### src/rtl/sayeh_ctrl_pkg.sv
// Shared encodings for the fetch sequencer: FSM states, opcode fields and
// the instruction classes the decoder hands back to the FSM.
package sayeh_ctrl_pkg;

  typedef enum logic [2:0] {
    S_RESET,
    S_FETCH,
    S_DECODE,
    S_EXEC,
    S_BRANCH,
    S_INCPC,
    S_HALT
  } state_t;

  localparam logic [3:0] OP_SYS   = 4'h0;
  localparam logic [3:0] OP_BR    = 4'hF;
  localparam logic [3:0] SUB_NOP  = 4'h0;
  localparam logic [3:0] SUB_HLT  = 4'h1;
  localparam logic [3:0] SUB_JPR  = 4'h0;
  localparam logic [3:0] SUB_JPA  = 4'h1;
  localparam logic [3:0] SUB_JREL = 4'h2;
  localparam logic [3:0] SUB_BRC  = 4'h3;
  localparam logic [3:0] SUB_BRZ  = 4'h4;

  typedef enum logic [2:0] {
    CL_NOP,
    CL_HLT,
    CL_BR,
    CL_EXEC,
    CL_UNK
  } iclass_t;

  // Which address strobe a branch-class instruction wants; BS_BRC/BS_BRZ
  // are resolved against the flags only when the FSM is in S_BRANCH.
  typedef enum logic [2:0] {
    BS_R0,
    BS_RI,
    BS_PCI,
    BS_BRC,
    BS_BRZ,
    BS_NONE
  } br_sel_t;

endpackage

### src/rtl/fetch_decode.sv
// Pure combinational classifier of the instruction register.
module fetch_decode
  import sayeh_ctrl_pkg::*;
(
  input  logic [15:0] ir,
  output iclass_t     iclass,
  output br_sel_t     br_sel
);

  logic [3:0] op;
  logic [3:0] sub;

  assign op  = ir[15:12];
  assign sub = ir[11:8];

  // Map op/sub to an instruction class and, for branches, the target select.
  // NOTE: every output gets a default first so no path leaves it unassigned,
  // which would otherwise infer a latch.
  always_comb begin
    iclass = CL_EXEC;
    br_sel = BS_NONE;
    if (op == OP_SYS) begin
      iclass = (sub == SUB_HLT) ? CL_HLT : CL_NOP;
    end else if (op == OP_BR) begin
      iclass = CL_BR;
      case (sub)
        SUB_JPR:  br_sel = BS_R0;
        SUB_JPA:  br_sel = BS_RI;
        SUB_JREL: br_sel = BS_PCI;
        SUB_BRC:  br_sel = BS_BRC;
        SUB_BRZ:  br_sel = BS_BRZ;
        default:  iclass = CL_UNK;
      endcase
    end
  end

endmodule

### src/rtl/fetch_sequencer.sv
// Fetch/decode/dispatch sequencer driving the PC-update strobes of the
// addressing unit, the memory fetch handshake and the execute handshake.
module fetch_sequencer
  import sayeh_ctrl_pkg::*;
#(
  parameter bit HALT_ON_UNKNOWN = 1'b0
) (
  input  logic        clk,
  input  logic        rst_n,
  input  logic [15:0] MemData,
  input  logic        MemReady,
  input  logic        Cflag,
  input  logic        Zflag,
  input  logic        ExecAck,
  output logic        ReadMem,
  output logic        ExecReq,
  output logic [15:0] IRout,
  output logic [7:0]  Iside,
  output logic        ResetPC,
  output logic        PCplusI,
  output logic        PCplus1,
  output logic        RplusI,
  output logic        Rplus0,
  output logic        PCenable,
  output logic        Halted
);

  state_t  state;
  state_t  next_state;
  iclass_t iclass;
  br_sel_t br_sel;
  logic [15:0] ir;

  fetch_decode u_decode (
    .ir     (ir),
    .iclass (iclass),
    .br_sel (br_sel)
  );

  assign IRout = ir;
  assign Iside = ir[7:0];

  // State register; reset drops straight into S_RESET between edges.
  // NOTE: sequential state uses non-blocking assignments so every flop
  // samples pre-edge values regardless of process evaluation order.
  always_ff @(posedge clk or negedge rst_n) begin
    if (!rst_n) state <= S_RESET;
    else        state <= next_state;
  end

  // Instruction register, loaded only on the edge that completes a fetch.
  // NOTE: IR is a single control register, so it is cleared by reset; this
  // does not extend to RAM-style arrays, which are left unreset.
  always_ff @(posedge clk or negedge rst_n) begin
    if (!rst_n)                          ir <= '0;
    else if (state == S_FETCH && MemReady) ir <= MemData;
  end

  // Next-state and Moore output decode; flags only steer the branch strobe.
  always_comb begin
    next_state = state;
    ReadMem    = 1'b0;
    ExecReq    = 1'b0;
    ResetPC    = 1'b0;
    PCplusI    = 1'b0;
    PCplus1    = 1'b0;
    RplusI     = 1'b0;
    Rplus0     = 1'b0;
    PCenable   = 1'b0;
    Halted     = 1'b0;
    case (state)
      S_RESET: begin
        ResetPC    = 1'b1;
        PCenable   = 1'b1;
        next_state = S_FETCH;
      end
      S_FETCH: begin
        ReadMem = 1'b1;
        if (MemReady) next_state = S_DECODE;
      end
      S_DECODE: begin
        case (iclass)
          CL_NOP:  next_state = S_INCPC;
          CL_HLT:  next_state = S_HALT;
          CL_BR:   next_state = S_BRANCH;
          CL_UNK:  next_state = HALT_ON_UNKNOWN ? S_HALT : S_INCPC;
          default: next_state = S_EXEC;
        endcase
      end
      S_EXEC: begin
        ExecReq = 1'b1;
        if (ExecAck) next_state = S_INCPC;
      end
      S_BRANCH: begin
        PCenable   = 1'b1;
        next_state = S_FETCH;
        case (br_sel)
          BS_R0:   Rplus0 = 1'b1;
          BS_RI:   RplusI = 1'b1;
          BS_PCI:  PCplusI = 1'b1;
          BS_BRC:  if (Cflag) PCplusI = 1'b1; else PCplus1 = 1'b1;
          BS_BRZ:  if (Zflag) PCplusI = 1'b1; else PCplus1 = 1'b1;
          default: PCplus1 = 1'b1;
        endcase
      end
      S_INCPC: begin
        PCplus1    = 1'b1;
        PCenable   = 1'b1;
        next_state = S_FETCH;
      end
      S_HALT: begin
        Halted = 1'b1;
      end
      default: next_state = S_RESET;
    endcase
  end

endmodule

### config.mk
export PLATFORM = sky130hd
export DESIGN_NAME = fetch_sequencer
export DESIGN_NICKNAME = d
export VERILOG_FILES = /design/src/rtl/sayeh_ctrl_pkg.sv /design/src/rtl/fetch_decode.sv /design/src/rtl/fetch_sequencer.sv
export SDC_FILE = /design/constraint.sdc
export NUM_CORES = 1
export LEC_CHECK = 0
export ABC_AREA = 1
export CELL_PAD_IN_SITES_DETAIL_PLACEMENT = 0
export CELL_PAD_IN_SITES_GLOBAL_PLACEMENT = 1
export CORE_MARGIN = 3
export CORE_UTILIZATION = 30
export CTS_CLUSTER_SIZE = 20
export DETAILED_ROUTE_END_ITERATION = 8
export PLACE_DENSITY_LB_ADDON = 0.1
export RECOVER_POWER = 100
export SYNTH_ARGS = -nofsm -noshare
export SYNTH_HDL_FRONTEND = slang
export SYNTH_SLANG_ARGS = --single-unit
### constraint.sdc
create_clock -name clk -period 3.9 [get_ports clk]
set_input_delay 0.39 -clock clk [delete_from_list [all_inputs] [get_ports clk]]
set_output_delay 0.39 -clock clk [all_outputs]
set_load 0.005 [all_outputs]
Word-level counts from Yosys, hierarchy flattened
Cells that the tools add are included.
{"block": "word_totals", "ff_bits": 19, "input_bits": 22, "word_cells": 62}
{"block": "op_classes", "eq_ne": 20, "muxes": 28, "bitwise": 1, "n_reduce_logical": 11}
{"cell": "3-bit case mux with 5 select lines", "n": 2}
{"cell": "3-bit 2-to-1 mux", "n": 7}
{"cell": "3-bit by 2-bit equality test with 1-bit output (second input constant)", "n": 5}
{"cell": "3-bit equality test (second input constant)", "n": 5}
{"cell": "1-bit 2-to-1 mux", "n": 15}
{"cell": "3-bit by 1-bit equality test with 1-bit output (second input constant)", "n": 3}
{"cell": "3-bit zero test", "n": 3}
{"cell": "3-bit case mux with 3 select lines", "n": 1}
{"cell": "4-bit by 2-bit equality test with 1-bit output (second input constant)", "n": 2}
{"cell": "4-bit zero test", "n": 2}
{"cell": "1-bit case mux with 3 select lines", "n": 2}
{"cell": "3-bit OR reduction", "n": 2}
{"cell": "5-bit OR reduction", "n": 1}
{"cell": "4-bit by 1-bit equality test with 1-bit output (second input constant)", "n": 1}
{"cell": "4-bit by 3-bit equality test with 1-bit output (second input constant)", "n": 1}
{"cell": "4-bit equality test (second input constant)", "n": 1}
{"cell": "2-bit inequality test (second input constant)", "n": 2}
{"cell": "3-bit AND reduction", "n": 1}
{"cell": "1-bit case mux with 2 select lines", "n": 1}
{"cell": "2-bit OR reduction", "n": 1}
{"cell": "1-bit logical AND", "n": 1}
{"cell": "1-bit NOT", "n": 1}

Depth between registers and ports, before layout
Gate-level depths: netlist (run 1).
{"block": "depth", "word_depth": 9, "ltp_mapped": 8, "depth_no_buf": 8}

Cells and area by module
A second synthesis (run 1) with hierarchy kept.
{"block": "unflattened", "cells_unflattened": 170, "hier_area_um2": 1201.2}
{"module": "fetch_sequencer", "instances": 1, "cells_per_inst": 143, "area_each_um2": 1067.3, "seq_area_each_um2": 475.5}
{"module": "fetch_decode", "instances": 1, "cells_per_inst": 27, "area_each_um2": 133.9, "seq_area_each_um2": 0.0}

Least setup slack after synthesis (run 1)
No wires, ideal clock.
{"block": "synth_path", "path_type": "register to output", "start": "reg ir[13], in the netlist IRout[13]", "end": "out PCplusI", "arrival_ps": 1239, "required_ps": 3510, "slack_ps": 2271, "stages_incl_launch_ff": 9, "path_cell_list": "dfrtp_1 nand2_1 nor2_1 nand3_1 nor2_1 nand4_1 nand3_1 nand2_1 inv_1"}
{"block": "synth_via", "elab_chain_cells": 6, "word_cells_on_any_way": 9, "cone_classes": "eq/ne: 4; mux: 4; reduce/logical: 1"}
{"item": "from (decl)", "line": "fetch_sequencer.sv:32", "source": "logic [15:0] ir;"}
{"item": "from (signal assigned)", "line": "fetch_sequencer.sv:56", "source": "else if (state == S_FETCH && MemReady) ir <= MemData;"}
{"item": "4-bit equality test", "line": "fetch_decode.sv:24", "source": "end else if (op == OP_BR) begin"}
{"item": "3-bit 2-to-1 mux", "line": "fetch_decode.sv:24"}
{"item": "3-bit 2-to-1 mux (*)", "line": "fetch_decode.sv:22", "source": "if (op == OP_SYS) begin"}
{"item": "3-bit equality test / 3-bit by 2-bit equality test with 1-bit output (equally long branches)", "line": "fetch_sequencer.sv:97", "source": "case (br_sel)"}
{"item": "1-bit case mux with 3 select lines (*)", "line": "fetch_sequencer.sv:97"}
{"item": "1-bit 2-to-1 mux (*)", "line": "fetch_sequencer.sv:71", "source": "case (state)"}
{"item": "to (decl)", "line": "fetch_sequencer.sv:20", "source": "output logic PCplusI,"}
Mark *: on every way between the ends. The rest lies on a longest branch, timed or not.

Worst setup path in the final report (run 1)
{"block": "layout_path", "start": "reg ir[12], in the netlist IRout[12]", "end": "out PCplusI"}
Same word-level chain as after synthesis.

==> flow_summary.json, run 1 <==
{
  "status": "finished clean",
  "timing.rr.start": "state[0]$_DFFE_PN0P_",
  "slew_violations": 0,
  "route.vias.total": 947,
  "drc": 0,
  "worstPathRequired_ns": 3.51,
  "rsz0062_at_grt": "no",
  "pwr-share-clk_pct": 30.3,
  "fin_setup_tns_ns": 0,
  "swShare_pct": 20.0,
  "clock-sinks": 19,
  "ir_worst_vdd_v": 0.000131,
  "post-route-min-period_ns": 2.72,
  "critPathKind": "reg -> out",
  "gp_congestion": 0.746,
  "relSlewSlack_pct": 42.2,
  "met2_usage_pct": 22.9,
  "place_area_um2": 1580,
  "total_leakage_power_nw": 0.815,
  "critPathCaptureType": "output port",
  "clock_latency_ns": 0.29,
  "overflow": 0,
  "rrSetupSlack_ns": 1.80,
  "fin_crit_sh_pct": 69.8,
  "finClkSkew_ns": 0.00353,
  "antenna_found_initial": 0,
  "r2r_end": "IRout[12]$_DFFE_PN0P_",
  "yosys.area.top_type": "dfrtp_1",
  "critPathLaunch": "IRout[12]$_DFFE_PN0P_",
  "area_delta_synth_final_pct": 46.7,
  "worst_slack_ns": 1.18,
  "design_area_um2": 1560,
  "power_density_nw_per_um2": 205,
  "start_util_pct": 33.1,
  "tightest_slew_ns": 0.865,
  "fmax_ghz": 0.367,
  "design.die.area_um2": 4290,
  "top_usage_layer": "met2",
  "syn-num-nets": 141,
  "startpoint_type": "flip-flop",
  "h-tree-depth": 1,
  "ys_async_sr_fraction_pct": 100,
  "crit_arrival_ns": 2.33,
  "first_iter_violations": 35,
  "vias_per_cell": 4.49,
  "dp_hpwl_mm": 1.99,
  "grt_pass1_wl_mm": 4.33,
  "fillers": 346,
  "holdWs_ns": 0.520,
  "synth_top_area_share_pct": 44.8,
  "final_hold_viol_count": 0,
  "ys_warn_count": 0,
  "die_h_um": 65.5,
  "intPower_uw": 255,
  "routedWlPerCell_um": 12.1,
  "place_ws_ns": 1.60,
  "power_frac_seq_pct": 61.8,
  "postSynthCellCount": 119,
  "synth_seq_area_share_pct": 44.8,
  "drt_wl_total_mm": 2.55,
  "synth.avg_cell_area_um2": 8.92,
  "netlist_top_cells_count": "dfrtp_1 (19), nand2_1 (19), nor2_1 (19)",
  "gr-usage-met1_pct": 15.1,
  "min_path_type": "reg -> reg",
  "core_um2": 3200,
  "drt-pass1-iter-count": 4,
  "grt_pass1_vias": 971,
  "cts_buffers": 3,
  "endpoint": "PCplusI",
  "cts.path.max_buffers": 2,
  "crit_fanout": 5,
  "grt_start_max_net_pins": 22,
  "cts_root_buf": "clkbuf_4",
  "switching_power_uw": 63.6,
  "cts_hold_buffers": 0,
  "postCtsSetupRepairBufs": 0,
  "final_antenna_net_count": 0,
  "fin_nets": 190,
  "track_usage_pct": 12.9,
  "finalPower_uw": 318,
  "ys_types": 19,
  "die_x_um": 65.5,
  "synthTopCellsByArea": "dfrtp_1 (45%), mux2_4 (14%), nand2_1 (6.7%)",
  "cap_violations": 0,
  "ios": 55,
  "cts_tree": "yes",
  "synth-seq-cells": 19,
  "pwr-share-comb_pct": 7.8,
  "drive_above_1_share_pct": 2.40,
  "reg2regPathDepth": 4,
  "io_buffer_count": 54,
  "rows": 20,
  "num_antenna_cells": 0,
  "met3_usage_pct": 4.27,
  "final-setup-viol-count": 0,
  "clkTransAtPathRegs_ns": 0.10,
  "synth_enable_flop_cells": 0,
  "synth.cell_area_um2": 1060,
  "ys.flop_type": "dfrtp_1",
  "cts_resized": 0
}
cell usage in the layout, fill, tap and decap left out:
| cell type | Yosys | layout |
|---|---|---|
| a21oi_1 | 7 | 7 |
| clkbuf_1 | 1 | 1 |
| clkbuf_4 | 0 | 3 |
| clkdlybuf4s50_1 | 0 | 20 |
| dfrtp_1 | 19 | 19 |
| dlygate4sd3_1 | 0 | 34 |
| inv_1 | 13 | 14 |
| mux2_1 | 0 | 10 |
| mux2_2 | 1 | 1 |
| nand2_1 | 19 | 20 |
| nand3_1 | 8 | 8 |
| nand4_1 | 2 | 2 |
| nor2_1 | 19 | 19 |
| nor3_1 | 2 | 3 |
| nor4_1 | 1 | 1 |
| o21ai_0 | 4 | 4 |
| o31ai_1 | 1 | 1 |
through the flow:
step | utilization, % | std cells
5_1_grt | 48.6 | 211
3_5_place_dp | 49.4 | 207
3_3_place_gp | 49.4 | 207
4_1_cts | 50.2 | 211
6_report | 48.6 | 211
2_1_floorplan | - | 119
registers in the layout, summed over array words and instances (netlist names):
| register | flops |
|---|---|
| IRout | 16 |
| state | 3 |
worst min path at each step:
stage	start	endpoint	slack (ns)	depth (start not counted)
6_report	IRout[5]$_DFFE_PN0P_	IRout[5]$_DFFE_PN0P_	0.52	1
5_1_grt	IRout[0]$_DFFE_PN0P_	IRout[0]$_DFFE_PN0P_	0.56	1
4_1_cts	IRout[1]$_DFFE_PN0P_	IRout[1]$_DFFE_PN0P_	0.55	1
3_5_place_dp	IRout[7]$_DFFE_PN0P_	IRout[7]$_DFFE_PN0P_	0.52	1
3_3_place_gp	IRout[5]$_DFFE_PN0P_	IRout[5]$_DFFE_PN0P_	0.52	1
2_1_floorplan	rst_n	IRout[0]$_DFFE_PN0P_	0.09	0
kinds of logic after synthesis:
| family | synth area share, % |
|---|---|
| AOI/OAI and AO/OA | 5.90 |
| buffers and inverters | 12.0 |
| DFF | 44.8 |
| muxes | 15.2 |
| and+or+nand+nor | 22.1 |
critical path: stages (launching register included):
cell	delay, ns
dfrtp_1	0.40
nand2_1	0.06
nor2_1	0.30
nand3_1	0.20
nor2_1	0.23
nand4_1	0.11
nand3_1	0.08
nand2_1	0.05
inv_1	0.04
dlygate4sd3_1	0.56
power groups by stage:
stage	sequential (mW)	clock, mW	combinational [mW]
2_1_floorplan	0.201	0	0.000495
3_3_place_gp	0.201	0	0.0259
3_5_place_dp	0.201	0	0.0264
4_1_cts	0.197	0.105	0.0265
5_1_grt	0.197	0.112	0.0274
6_report	0.197	0.0965	0.0250
metal layers:
| metal | vias to the layer above | wire length [µm] |
|---|---|---|
| met3 | 2 | 167 |
| met2 | 34 | 1290 |
| met4 | 0 | 14 |
| li1 | 475 | - |
| met1 | 436 | 1080 |
| met5 | - | 0 |
final cells by class:
type                    instances  area [µm²]  share of cell area, %
repair buffers                 54         541                   34.7
flip-flops and latches         19         475                   30.5
multi-input cells              76         407                   26.1
well taps                      44        55.1                   3.54
inverters                      14        52.6                   3.38
clock buffers                   4        26.3                   1.69
Power figures use the tool's default switching activity.
==> run 2, diff against run 1 <==
CORE_UTILIZATION = 27   (was 30)
clock period = 2.57 ns   (was 3.9 ns; I/O delays follow)
==> flow_summary.json, run 2 (synthesis gave the netlist of run 1 again) <==
{
  "status": "finished clean",
  "post-route-min-period_ns": 2.34,
  "overflow": 0,
  "grt_pass1_wl_mm": 4.11,
  "startpoint_type": "flip-flop",
  "finClkSkew_ns": 0.000415,
  "critPathCaptureType": "output port",
  "start_util_pct": 28.6,
  "grt_pass1_vias": 919,
  "holdWs_ns": 0.513,
  "cap_violations": 0,
  "drive_above_1_share_pct": 3.59,
  "h-tree-depth": 1,
  "core_um2": 3720,
  "largest_reg_flops": 16,
  "clock-sinks": 19,
  "final_antenna_net_count": 0,
  "cts.path.max_buffers": 2,
  "io_buffer_count": 54,
  "vias_per_cell": 4.35,
  "routedWlPerCell_um": 11.3,
  "rsz0062_at_grt": "no",
  "num_antenna_cells": 0,
  "critPathKind": "reg -> out",
  "die_h_um": 68.7,
  "ios": 55,
  "final_common_cell": "dlygate4sd3_1",
  "postCtsSetupRepairBufs": 0,
  "min_path_type": "reg -> reg",
  "total_leakage_power_nw": 0.814,
  "mostFrequentLayoutCells": "dlygate4sd3_1 (31), clkdlybuf4s50_1 (23), nand2_1 (20), dfrtp_1 (19), nor2_1 (18)",
  "antenna_found_initial": 0,
  "worstPathRequired_ns": 2.31,
  "power_density_nw_per_um2": 344,
  "fin_nets": 190,
  "multi_input_area_um2": 409,
  "slew_violations": 0,
  "fillers": 392,
  "first_iter_violations": 18,
  "final_hold_viol_count": 0,
  "route.vias.total": 936,
  "track_usage_pct": 11.6,
  "cts_buffers": 3,
  "stdcell_count": 215,
  "design.die.area_um2": 4720,
  "relSlewSlack_pct": 43.1,
  "drt_wl_total_mm": 2.43,
  "fin_crit_sh_pct": 91.1,
  "final-setup-viol-count": 0,
  "clock_latency_ns": 0.25,
  "area_delta_synth_final_pct": 49.3,
  "grt_start_max_net_pins": 22,
  "post-route-util_pct": 42.6,
  "regArea_um2": 475,
  "design_area_um2": 1580,
  "drt-pass1-iter-count": 3,
  "rows": 22,
  "crit_fanout": 5,
  "place_area_um2": 1590,
  "cts_tree": "yes",
  "fmax_ghz": 0.427,
  "dp.cells": 211,
  "gp_congestion": 0.811,
  "die_x_um": 68.7,
  "tightest_slew_ns": 0.851,
  "clkTransAtPathRegs_ns": 0.07,
  "crit_arrival_ns": 2.08,
  "cts_root_buf": "clkbuf_8",
  "drc": 0,
  "fin_setup_tns_ns": 0,
  "ir_worst_vdd_v": 0.000314,
  "dp_hpwl_mm": 1.95
}
==> run 2: cell types whose count changed in the layout (fill, tap and decap cells not counted), moves of 3 or more <==
cell             previous run  this run
clkbuf_4                    3         0
dlygate4sd3_1              34        31
clkbuf_8                    0         3
clkdlybuf4s50_1            20        23
==> run 2: critical path, stage by stage (launching register included) <==
cell             delay (ns)
dfrtp_1                0.39
nand2_1                0.08
nor2_2                 0.20
nand3_1                0.16
nor2_1                 0.22
nand4_1                0.11
nand3_1                0.08
nand2_1                0.05
inv_1                  0.05
clkdlybuf4s50_1        0.49
==> run 2: area by class of cell <==
class | count | area share, %
Multi-Input combinational cell | 76 | 25.8
Clock buffer | 3 | 2.61
Sequential cell | 19 | 30.0
Inverter | 14 | 3.32
Clock inverter | 1 | 0.316
Timing Repair Buffer | 54 | 34.1
Tap cell | 48 | 3.79
==> run 2: timing repair <==
action	CTS	global route
gates resized for setup	0	1
hold buffers	0	0
setup endpoints to repair	0	1
==> run 2: worst paths after layout <==
path	to	cells after the start	slack [ns]	startpoint
hold reg to reg	IRout[6]$_DFFE_PN0P_	1	0.51	IRout[6]$_DFFE_PN0P_
setup / recovery	PCplusI	9	0.23	IRout[13]$_DFFE_PN0P_
setup reg to reg	IRout[9]$_DFFE_PN0P_	4	0.39	state[0]$_DFFE_PN0P_
max in group asynchronous	IRout[11]$_DFFE_PN0P_	1	1.49	rst_n
hold / removal	IRout[6]$_DFFE_PN0P_	1	0.51	IRout[6]$_DFFE_PN0P_
min in group asynchronous	IRout[7]$_DFFE_PN0P_	1	0.55	rst_n
==> run 2: stage by stage <==
stage	setup WS, ns	power (mW)
2_1_floorplan	1.07	0.305
5_1_grt	0.0296	0.571
3_3_place_gp	0.510	0.344
6_report	0.229	0.544
4_1_cts	0.0921	0.556
3_5_place_dp	0.383	0.345
==> run 2: metal layers <==
metal | vias up | global-route usage [%] | wire (µm)
met5 | - | 0 | 0
met4 | 0 | 2.23 | 16
met3 | 2 | 4.86 | 212
met2 | 33 | 17.5 | 1030
met1 | 427 | 15.4 | 1170
li1 | 474 | - | -
==> run 2: power breakdown <==
part           total, mW  switching, mW  internal, mW
logic             0.0377         0.0102        0.0275
clock network      0.208          0.100         0.108
registers          0.299              0         0.299
==> run 3, diff against run 2 <==
CTS_CLUSTER_SIZE = unset   (was 20)
GPL_TIMING_DRIVEN = 0   (was unset)
==> flow_summary.json, run 3 (synthesis gave the netlist of run 1 again) <==
{
  "overflow": 0,
  "io_buffer_count": 54,
  "fmax_ghz": 0.429,
  "reg2regPathDepth": 5,
  "grt_pass1_vias": 938,
  "drt_wl_total_mm": 2.55,
  "grt_pass1_wl_mm": 4.16,
  "holdWs_ns": 0.518,
  "track_usage_pct": 12.0,
  "final-setup-viol-count": 0,
  "drive_above_1_share_pct": 9.60,
  "startpoint_type": "flip-flop",
  "largest_reg_flops": 16,
  "clkTransAtPathRegs_ns": 0.07,
  "rsz0062_at_grt": "no",
  "final_hold_viol_count": 0,
  "fin_crit_sh_pct": 90.7,
  "min_path_type": "reg -> reg",
  "postCtsSetupRepairBufs": 0,
  "drc": 0,
  "route.vias.total": 961,
  "cts_tree": "yes",
  "cts.path.max_buffers": 2,
  "status": "finished clean",
  "fin_nets": 200,
  "clock-sinks": 19,
  "gp_congestion": 0.701,
  "dp_hpwl_mm": 2.02,
  "place_ws_ns": 0.326,
  "drt-pass1-iter-count": 3,
  "antenna_found_initial": 0,
  "h-tree-depth": 1,
  "crit_path_cell_trace": "nand2_1, nor2_2, nand3_1, nor2_2, nand4_1, nand3_1, nand2_1, inv_1, clkdlybuf4s50_1",
  "ir_worst_vdd_v": 0.000138,
  "tightest_slew_ns": 0.850,
  "crit_fanout": 5,
  "first_iter_violations": 41,
  "whs_endpoint": "IRout[6]$_DFFE_PN0P_",
  "num_antenna_cells": 0,
  "crit_arrival_ns": 2.07,
  "final_antenna_net_count": 0,
  "routedWlPerCell_um": 11.3,
  "mostFrequentLayoutCells": "dlygate4sd3_1 (31), clkdlybuf4s50_1 (23), dfrtp_1 (19), nand2_1 (19), nor2_1 (17)",
  "relSlewSlack_pct": 43.1,
  "clock_latency_ns": 0.25,
  "core_um2": 3720,
  "power_density_nw_per_um2": 325,
  "worst_slack_ns": 0.240,
  "crit_path_max_incr_delay_ns": 0.48,
  "post-route-util_pct": 44.7,
  "vias_per_cell": 4.27,
  "ios": 55,
  "cap_violations": 0,
  "stdcell_count": 225,
  "rows": 22,
  "multi_input_area_um2": 422,
  "slew_violations": 0,
  "die_x_um": 68.7,
  "hold-path-cell-count": 1,
  "min-delay-start": "IRout[6]$_DFFE_PN0P_",
  "final_common_cell": "dlygate4sd3_1",
  "die_h_um": 68.7,
  "r2r_end": "IRout[1]$_DFFE_PN0P_",
  "worstPathRequired_ns": 2.31,
  "finClkSkew_ns": 0.00112,
  "cts_root_buf": "clkbuf_8",
  "post-route-min-period_ns": 2.33,
  "total_leakage_power_nw": 0.863,
  "rrSetupSlack_ns": 0.60,
  "critPathCaptureType": "output port",
  "area_delta_synth_final_pct": 56.7,
  "design.die.area_um2": 4720,
  "dp.cells": 221,
  "grt_start_max_net_pins": 20,
  "cp_slowest_cell": "clkdlybuf4s50_1",
  "timing.rr.start": "state[0]$_DFFE_PN0P_",
  "fillers": 383,
  "fin_setup_tns_ns": 0,
  "critPathKind": "reg -> out",
  "regArea_um2": 475,
  "start_util_pct": 28.6,
  "cts_buffers": 3
}
[run 3: changes by cell type in the layout (fill, tap and decap cells not counted), sizes merged]
| cell | before | now |
|---|---|---|
| buf | 0 | 8 |
| clkbuf | 3 | 6 |
| clkinv | 1 | 0 |
[run 3: per-layer routing]
| metal | part of all wire [%] | wire length [µm] | global-route usage, % | vias to the layer above |
|---|---|---|---|---|
| met5 | 0 | 0 | 0 | - |
| met4 | 1.8 | 47 | 5.96 | 0 |
| met3 | 7.3 | 187 | 3.57 | 5 |
| met2 | 45 | 1140 | 18.7 | 34 |
| met1 | 46 | 1170 | 14.8 | 425 |
| li1 | - | - | - | 497 |
[run 3: how the worst max path moves through the flow]
stage | depth (start not counted) | to | from
after floorplan | 8 | PCplusI | IRout[13]$_DFFE_PN0P_
after global placement | 9 | PCplusI | IRout[13]$_DFFE_PN0P_
after detailed placement | 9 | PCplusI | IRout[12]$_DFFE_PN0P_
after CTS | 9 | PCplusI | IRout[12]$_DFFE_PN0P_
after global routing | 9 | PCplusI | IRout[13]$_DFFE_PN0P_
final | 9 | PCplusI | IRout[13]$_DFFE_PN0P_
[run 3: what timing repair did]
item	CTS	global route
endpoints found under the setup margin	0	2
gates resized for setup	0	2
hold buffers	0	0
[run 3: through the flow]
stage          total power, mW  area, µm²
2_1_floorplan            0.305       1060
3_3_place_gp             0.344       1660
3_5_place_dp             0.344       1660
4_1_cts                  0.554       1710
5_1_grt                  0.565       1660
6_report                 0.541       1660
[run 3: area by class of cell]
type	instances	area share [%]
buffer	10	4.06
clock buffer	4	2.71
inverter	14	3.16
multi-input combinational	76	25.4
sequential	19	28.6
tap	48	3.61
timing repair buffer	54	32.5
[run 3: where the power goes]
part / internal (mW) / switching [mW]
Combinational: 0.0275 / 0.0101
Sequential: 0.299 / 0
Clock: 0.110 / 0.0940
Total: 0.437 / 0.104
[run 3: worst max-delay path, delay by kind of cell (launching register included)]
family / cells / cell delay [ns]
and+or+nand+nor: 7 / 0.91
DFF: 1 / 0.39
buffers and inverters: 2 / 0.53
